===== config.mk =====
export PLATFORM = sky130hd
export DESIGN_NAME = sar_ctrl_flat
export DESIGN_NICKNAME = d
export VERILOG_FILES = /design/src/rtl/sar_pkg.sv /design/src/rtl/sar_ctrl_if.sv /design/src/rtl/sar_outbuf.sv /design/src/rtl/sar_ctrl.sv /design/src/flat_wrapper.sv
export SDC_FILE = /design/constraint.sdc
export NUM_CORES = 1
export LEC_CHECK = 0
export BUFFER_PORTS_ARGS = -buffer_cell sky130_fd_sc_hd__buf_2
export CAP_MARGIN = 25
export CELL_PAD_IN_SITES_DETAIL_PLACEMENT = 0
export CELL_PAD_IN_SITES_GLOBAL_PLACEMENT = 1
export CORE_UTILIZATION = 42
export CTS_BUF_LIST = sky130_fd_sc_hd__clkbuf_16
export CTS_CLUSTER_SIZE = 40
export DETAILED_ROUTE_END_ITERATION = 7
export PLACE_DENSITY = 0.83
export SLEW_MARGIN = 5
export SYNTH_ARGS = -nofsm -noshare
export SYNTH_HDL_FRONTEND = slang
export SYNTH_SLANG_ARGS = --single-unit

===== constraint.sdc =====
create_clock -name clk -period 2.3 [get_ports clk]
set_input_delay 0.115 -clock clk [delete_from_list [all_inputs] [get_ports clk]]
set_output_delay 0.115 -clock clk [all_outputs]
set_load 0.03 [all_outputs]

===== src/rtl/sar_pkg.sv =====
// Shared state encoding, default sizing and width helper for the SAR controller.
package sar_pkg;

   localparam int NBIT_DEF    = 8;
   localparam int NCH_DEF     = 4;
   localparam int TSAMPLE_DEF = 2;

   localparam logic [2:0] S_IDLE   = 3'd0;
   localparam logic [2:0] S_SAMPLE = 3'd1;
   localparam logic [2:0] S_PRE    = 3'd2;
   localparam logic [2:0] S_LAT    = 3'd3;
   localparam logic [2:0] S_HOLD   = 3'd4;

   typedef enum logic [2:0] {
      IDLE   = S_IDLE,
      SAMPLE = S_SAMPLE,
      PRE    = S_PRE,
      LAT    = S_LAT,
      HOLD   = S_HOLD
   } sar_state_e;

   // Channel-select width; a single-channel build still carries one bit.
   function automatic int chw(input int n);
      return (n > 1) ? $clog2(n) : 1;
   endfunction

endpackage


===== src/rtl/sar_ctrl_if.sv =====
// Bundle of control, analog-strobe and result-handshake signals for sar_ctrl.
// master is the controller side; slave is the analog front end / result consumer.
interface sar_ctrl_if
   import sar_pkg::*;
#(
   parameter int NBIT = NBIT_DEF,
   parameter int NCH  = NCH_DEF
);
   localparam int CHW = chw(NCH);

   logic            start;
   logic [CHW-1:0]  start_ch;
   logic            cont;
   logic            cmp_out;
   logic            cmp_outb;
   logic            pdn;
   logic            sample;
   logic            clk_preamp;
   logic            clk_latch;
   logic [NBIT-1:0] dac_code;
   logic [CHW-1:0]  ch_sel;
   logic            busy;
   logic [NBIT-1:0] dout;
   logic [CHW-1:0]  dout_ch;
   logic            dout_err;
   logic            dout_valid;
   logic            dout_ready;

   modport master (
      input  start, start_ch, cont, cmp_out, cmp_outb, dout_ready,
      output pdn, sample, clk_preamp, clk_latch, dac_code, ch_sel, busy,
             dout, dout_ch, dout_err, dout_valid
   );

   modport slave (
      output start, start_ch, cont, cmp_out, cmp_outb, dout_ready,
      input  pdn, sample, clk_preamp, clk_latch, dac_code, ch_sel, busy,
             dout, dout_ch, dout_err, dout_valid
   );

endinterface


===== src/rtl/sar_outbuf.sv =====
// One-entry result register with valid/ready drain; a load wins over a same-cycle drain,
// so a new result can replace the departing one without a bubble.
module sar_outbuf #(
   parameter int W = 8
) (
   input  logic         clk,
   input  logic         rstn,
   input  logic         load,
   input  logic [W-1:0] payload,
   output logic         valid,
   input  logic         ready,
   output logic         full,
   output logic [W-1:0] data
);

   logic         full_q;
   logic [W-1:0] data_q;

   always_ff @(posedge clk or negedge rstn) begin
      if (!rstn) begin
         full_q <= 1'b0;
         data_q <= '0;
      end else if (load) begin
         full_q <= 1'b1;
         data_q <= payload;
      end else if (full_q && ready) begin
         full_q <= 1'b0;
      end
   end

   assign valid = full_q;
   assign full  = full_q;
   assign data  = data_q;

endmodule


===== src/rtl/sar_ctrl.sv =====
// SAR conversion sequencer: TSAMPLE track cycles, NBIT preamp/latch trials, then result load
// TSAMPLE+2*NBIT+1 cycles after start; a full result buffer parks the FSM in HOLD.
module sar_ctrl
   import sar_pkg::*;
#(
   parameter int NBIT    = NBIT_DEF,
   parameter int NCH     = NCH_DEF,
   parameter int TSAMPLE = TSAMPLE_DEF
) (
   input logic        clk,
   input logic        rstn,
   sar_ctrl_if.master bus
);

   localparam int CHW = chw(NCH);
   localparam int BW  = $clog2(NBIT);
   localparam int CW  = (TSAMPLE > 1) ? $clog2(TSAMPLE) : 1;
   localparam int PW  = NBIT + CHW + 1;

   sar_state_e      state_q, state_d;
   logic [CW-1:0]   cnt_q, cnt_d;
   logic [BW-1:0]   bit_q, bit_d;
   logic [NBIT-1:0] dac_q, dac_d;
   logic [CHW-1:0]  ch_q, ch_d;
   logic            err_q, err_d;
   logic            busy_q, sample_q, pre_q, lat_q;

   logic [CHW-1:0]  ch_next;
   logic            keep_bit, bad_dec;
   logic            buf_full, buf_load;
   logic [PW-1:0]   buf_dat;

   assign ch_next  = (ch_q == CHW'(NCH - 1)) ? '0 : ch_q + 1'b1;
   assign keep_bit = bus.cmp_out & ~bus.cmp_outb;
   assign bad_dec  = (bus.cmp_out == bus.cmp_outb);
   assign buf_load = (state_q == HOLD) && (!buf_full || bus.dout_ready);

   always_comb begin
      state_d = state_q;
      cnt_d   = cnt_q;
      bit_d   = bit_q;
      dac_d   = dac_q;
      ch_d    = ch_q;
      err_d   = err_q;
      case (state_q)
         IDLE: begin
            if (bus.start || bus.cont) begin
               state_d = SAMPLE;
               cnt_d   = '0;
               err_d   = 1'b0;
               ch_d    = bus.start ? bus.start_ch : ch_next;
            end
         end
         SAMPLE: begin
            if (cnt_q == CW'(TSAMPLE - 1)) begin
               state_d = PRE;
               bit_d   = BW'(NBIT - 1);
               dac_d   = {1'b1, {(NBIT-1){1'b0}}};
            end else begin
               cnt_d = cnt_q + 1'b1;
            end
         end
         PRE: state_d = LAT;
         LAT: begin
            // Decision edge: resolve the trial bit, then arm the next one below it.
            dac_d[bit_q] = keep_bit;
            err_d        = err_q | bad_dec;
            if (bit_q == '0) begin
               state_d = HOLD;
            end else begin
               bit_d        = bit_q - 1'b1;
               dac_d[bit_d] = 1'b1;
               state_d      = PRE;
            end
         end
         HOLD: begin
            if (buf_load) begin
               if (bus.cont) begin
                  state_d = SAMPLE;
                  cnt_d   = '0;
                  err_d   = 1'b0;
                  ch_d    = ch_next;
               end else begin
                  state_d = IDLE;
               end
            end
         end
         default: state_d = IDLE;
      endcase
   end

   always_ff @(posedge clk or negedge rstn) begin
      if (!rstn) begin
         state_q  <= IDLE;
         cnt_q    <= '0;
         bit_q    <= '0;
         dac_q    <= '0;
         ch_q     <= '0;
         err_q    <= 1'b0;
         busy_q   <= 1'b0;
         sample_q <= 1'b0;
         pre_q    <= 1'b0;
         lat_q    <= 1'b0;
      end else begin
         state_q  <= state_d;
         cnt_q    <= cnt_d;
         bit_q    <= bit_d;
         dac_q    <= dac_d;
         ch_q     <= ch_d;
         err_q    <= err_d;
         // Strobes come straight from flops decoded off the next state, so they never glitch.
         busy_q   <= (state_d != IDLE);
         sample_q <= (state_d == SAMPLE);
         pre_q    <= (state_d == PRE);
         lat_q    <= (state_d == LAT);
      end
   end

   sar_outbuf #(.W(PW)) u_outbuf (
      .clk     (clk),
      .rstn    (rstn),
      .load    (buf_load),
      .payload ({dac_q, ch_q, err_q}),
      .valid   (bus.dout_valid),
      .ready   (bus.dout_ready),
      .full    (buf_full),
      .data    (buf_dat)
   );

   assign {bus.dout, bus.dout_ch, bus.dout_err} = buf_dat;

   assign bus.pdn        = busy_q;
   assign bus.busy       = busy_q;
   assign bus.sample     = sample_q;
   assign bus.clk_preamp = pre_q;
   assign bus.clk_latch  = lat_q;
   assign bus.dac_code   = dac_q;
   assign bus.ch_sel     = ch_q;

endmodule


===== src/flat_wrapper.sv =====
// flat-port wrapper written by rule: the top's interface ports become plain ports
module sar_ctrl_flat import sar_pkg::*;
#(
   parameter int NBIT    = NBIT_DEF,
   parameter int NCH     = NCH_DEF,
   parameter int TSAMPLE = TSAMPLE_DEF
)
  (clk, rstn, bus_start, bus_start_ch, bus_cont, bus_cmp_out, bus_cmp_outb, bus_dout_ready, bus_pdn, bus_sample, bus_clk_preamp, bus_clk_latch, bus_dac_code, bus_ch_sel, bus_busy, bus_dout, bus_dout_ch, bus_dout_err, bus_dout_valid);
  sar_ctrl_if #(.NBIT(NBIT), .NCH(NCH)) bus_i ();
  input logic clk;
  input logic rstn;
  input wire logic [$bits(bus_i.start)-1:0] bus_start;
  input wire logic [$bits(bus_i.start_ch)-1:0] bus_start_ch;
  input wire logic [$bits(bus_i.cont)-1:0] bus_cont;
  input wire logic [$bits(bus_i.cmp_out)-1:0] bus_cmp_out;
  input wire logic [$bits(bus_i.cmp_outb)-1:0] bus_cmp_outb;
  input wire logic [$bits(bus_i.dout_ready)-1:0] bus_dout_ready;
  output wire logic [$bits(bus_i.pdn)-1:0] bus_pdn;
  output wire logic [$bits(bus_i.sample)-1:0] bus_sample;
  output wire logic [$bits(bus_i.clk_preamp)-1:0] bus_clk_preamp;
  output wire logic [$bits(bus_i.clk_latch)-1:0] bus_clk_latch;
  output wire logic [$bits(bus_i.dac_code)-1:0] bus_dac_code;
  output wire logic [$bits(bus_i.ch_sel)-1:0] bus_ch_sel;
  output wire logic [$bits(bus_i.busy)-1:0] bus_busy;
  output wire logic [$bits(bus_i.dout)-1:0] bus_dout;
  output wire logic [$bits(bus_i.dout_ch)-1:0] bus_dout_ch;
  output wire logic [$bits(bus_i.dout_err)-1:0] bus_dout_err;
  output wire logic [$bits(bus_i.dout_valid)-1:0] bus_dout_valid;
  assign bus_i.start = bus_start;
  assign bus_i.start_ch = bus_start_ch;
  assign bus_i.cont = bus_cont;
  assign bus_i.cmp_out = bus_cmp_out;
  assign bus_i.cmp_outb = bus_cmp_outb;
  assign bus_i.dout_ready = bus_dout_ready;
  assign bus_pdn = bus_i.pdn;
  assign bus_sample = bus_i.sample;
  assign bus_clk_preamp = bus_i.clk_preamp;
  assign bus_clk_latch = bus_i.clk_latch;
  assign bus_dac_code = bus_i.dac_code;
  assign bus_ch_sel = bus_i.ch_sel;
  assign bus_busy = bus_i.busy;
  assign bus_dout = bus_i.dout;
  assign bus_dout_ch = bus_i.dout_ch;
  assign bus_dout_err = bus_i.dout_err;
  assign bus_dout_valid = bus_i.dout_valid;
  sar_ctrl #(.NBIT(NBIT), .NCH(NCH), .TSAMPLE(TSAMPLE)) u_core (.clk(clk), .rstn(rstn), .bus(bus_i));
endmodule

==> impl_metrics.csv <==
group,metric,value,unit
outcome,status,"completed",
logic_synthesis,syn_avg_cell_area,11.1,um^2
logic_synthesis,synth_top_family_by_area,"compound AO/OA/AOI/OAI gates",
place,routabilityCongestion,0.801,
finish,num_antenna_cells,0,
finish,area_delta_synth_final,20.2,%
logic_synthesis,ys_warn_count,0,
floorplanning,ios,36,
clock_tree,cts.clk_slew.worst_paths,50,ps
route,drc,0,
clock_tree,root_buffer,"clkbuf_16",
clock_tree,clock_latency,280,ps
logic_synthesis,syn-cell-area,0.00173,mm^2
critical_path,cp-start-kind,"register",
logic_synthesis,synth_fa_ha_area_share,2.89,%
floorplanning,die_h,66.2,um
sta,worst_pin_slew,747,ps
clock_tree,cts_tree,"yes",
sta,fin_ws,307,ps
critical_path,crit_type,"register to register",
floorplanning,design.core.area,0.00380,mm^2
logic_synthesis,synth_cells,156,
logic_synthesis,syn_nets,169,
power,p_leak,1.02,nW
logic_synthesis,synthMuxAreaShare,11.3,%
critical_path,arrival,2200,ps
route,wl_per_cell,15.1,um
power,power.total,0.00321,W
route,detail-route-antenna-nets,0,
sta,fin_crit_sh,86.6,%
sta,finalHoldViolCount,0,
logic_synthesis,yosys.area_share.xor_xnor,0,%
sta,rsz0062_at_grt,"false",
floorplanning,die_w,66.2,um
clock_tree,cts-buffers-inserted,5,
critical_path,worst-endpoint-required,2510,ps
place,place_hpwl,2500,um
clock_tree,post_cts_resize_count,0,
critical_path,critPathCaptureType,"register",
logic_synthesis,synth_compound_area_share,16.5,%
power,power_density,1540,mW/mm^2
sta,finalSetupViolations,0,
sta,tns,0,ps
logic_synthesis,synth_cell_type_count,40,
route,viasPerCell,5.62,
finish,drive_above_1_share,33.0,%
sta,max-slew-margin-rel,50.2,%
power,ir_worst_vdd,697,uV
floorplanning,start_util,45.6,%
logic_synthesis,synth_edf_count,0,
clock_tree,cts_buffer_depth,2,
route,drtIter0Drc,75,
floorplanning,row_count,22,
critical_path,crit_fanout,15,
grt,grt.total_usage,19.0,%
sta,drv_slew,0,
logic_synthesis,seq_area_frac_synth,49.1,%
grt,grt_overflow,0,
route,vias,1342,
sta,period_minus_slack,1990,ps
floorplanning,dieArea,0.00438,mm^2
clock_tree,cts_sinks,34,
finish,fin_util,54.8,%
clock_tree,h-tree-depth,2,
logic_synthesis,synth_seq_cells,34,
logic_synthesis,synthArstFlopShare,100,%
sta,fmax,0.502,GHz
route,drt-total-wl,3620,um
logic_synthesis,yosys_most_used_dff,"dfrtp_1",
clock_tree,post-cts-setup-buffers,0,
worst_hold_path,hp-class,"input pin to register",
sta,clock_skew,6.59,ps
grt,grt_max_degree,35,
clock_tree,postCtsHoldBufs,1,
logic_synthesis,yosys.area_share.simple,15.1,%
grt,antenna_found_initial,0,
job,drv_cap,0,
route,drt_first_pass_iters,4,
place,pre_cts_slack,368,ps
grt,grt_pass1_vias,1266,
grt,grt_pass1_wl,6130,um
place,io_buffer_count,35,
finish,final_nets,203,
-- layout by cell type (no fill, tap or decap), types with 2 or more instances in the layout --
cell type / n
nand2_1: 11
mux2i_1: 5
nor2_1: 7
nand3b_1: 2
a31oi_1: 3
nor3_1: 5
o22ai_1: 2
nand3_1: 2
o311a_2: 2
a21oi_1: 4
o21ai_0: 14
dfrtp_1: 34
inv_1: 8
nor3b_1: 5
a22o_1: 6
mux2_2: 13
ha_1: 4
nand2b_1: 3
clkbuf_16: 5
buf_2: 35
-- logic make-up after synthesis --
family	Yosys count
AND/OR/NAND/NOR	44
flip-flops	34
buffers and inverters	16
adder cells (fa/ha/maj)	4
AO/OA/AOI/OAI	40
multiplexers	18
-- worst max-delay path: stages, from the launching register on --
cell and delay, ps:
dfrtp_1 620, inv_1 170, ha_1 320, nor3b_1 290, nor2_1 130, o22ai_1 220, a22o_1 180
-- per-stage QoR --
step | instance area [um^2] | hold slack [ps] | std cells
after floorplan | 1730 | -181 | 156
after global placement | 1910 | 216 | 230
after detailed placement | 1910 | 230 | 230
after CTS | 2080 | 155 | 239
after global routing | 2080 | 181 | 239
final | 2080 | 157 | 239
-- layer usage --
| layer | track usage [%] | routed length (um) |
|---|---|---|
| met1 | 25.1 | 1650 |
| met2 | 28.3 | 1710 |
| met4 | 8.78 | 72 |
| met5 | 0 | 0 |
| met3 | 5.69 | 183 |
-- layout make-up --
| type | instances | area [um^2] |
|---|---|---|
| clock buffer | 5 | 125 |
| clock inverter | 3 | 37.5 |
| fill | 356 | 1720 |
| inverter | 6 | 22.5 |
| multi-input combinational | 106 | 793 |
| sequential | 34 | 851 |
| tap | 48 | 60.1 |
| timing repair buffer | 37 | 193 |
-- power breakdown --
group / leakage (nW) / internal, W / total (W) / switching, W
Combinational: 0.505 / 0.000559 / 0.00139 / 0.000834
Sequential: 0.424 / 0.000813 / 0.00109 / 0.000272
Clock: 0.0864 / 0.000502 / 0.000735 / 0.000233
-- cells in the mapped netlist (all sizes together), types with 2 or more instances --
| master | count | share of area (%) |
|---|---|---|
| nand2 | 11 | 2.4 |
| mux2 | 13 | 8.5 |
| nor3 | 5 | 1.4 |
| o21ai | 14 | 4.0 |
| ha | 4 | 2.9 |
| a22o | 6 | 3.0 |
| nor3b | 5 | 2.2 |
| dfrtp | 34 | 49 |
| nand3b | 3 | 2.0 |
| mux2i | 5 | 2.9 |
| and3b | 2 | 1.1 |
| nand2b | 3 | 1.1 |
| buf | 9 | 3.5 |
| o311a | 2 | 1.3 |
| nor2 | 7 | 1.5 |
| a31oi | 3 | 1.1 |
| a21oi | 4 | 1.2 |
| inv | 6 | 1.3 |
| nand3 | 2 | 0.58 |
| o22ai | 2 | 0.72 |
-- registers in the layout, summed over array words and instances, names as in the netlist --
signal and count:
u_core.err_q 1, u_core.bus.busy 1, u_core.u_outbuf.data 11, u_core.bus.sample 1
u_core.cnt_q 1, u_core.bus.dac_code 8, u_core.bus.ch_sel 2, u_core.u_outbuf.full 1
u_core.state_q 3, u_core.bit_q 3, u_core.bus.clk_preamp 1, u_core.bus.clk_latch 1
-- worst paths after layout --
kind,to,cells after the start,startpoint,slack (ps)
max,u_core.bus.dac_code[6],6,u_core.bit_q[0],310
min,u_core.err_q,4,bus_cmp_out,160
max reg2reg,u_core.bus.dac_code[6],6,u_core.bit_q[0],310
min reg2reg,u_core.u_outbuf.data[0],2,u_core.u_outbuf.data[0],490
max in group asynchronous,u_core.u_outbuf.data[4],2,rstn,1380
min in group asynchronous,u_core.bit_q[2],2,rstn,440
No activity file was read; power rests on OpenSTA's default activity.
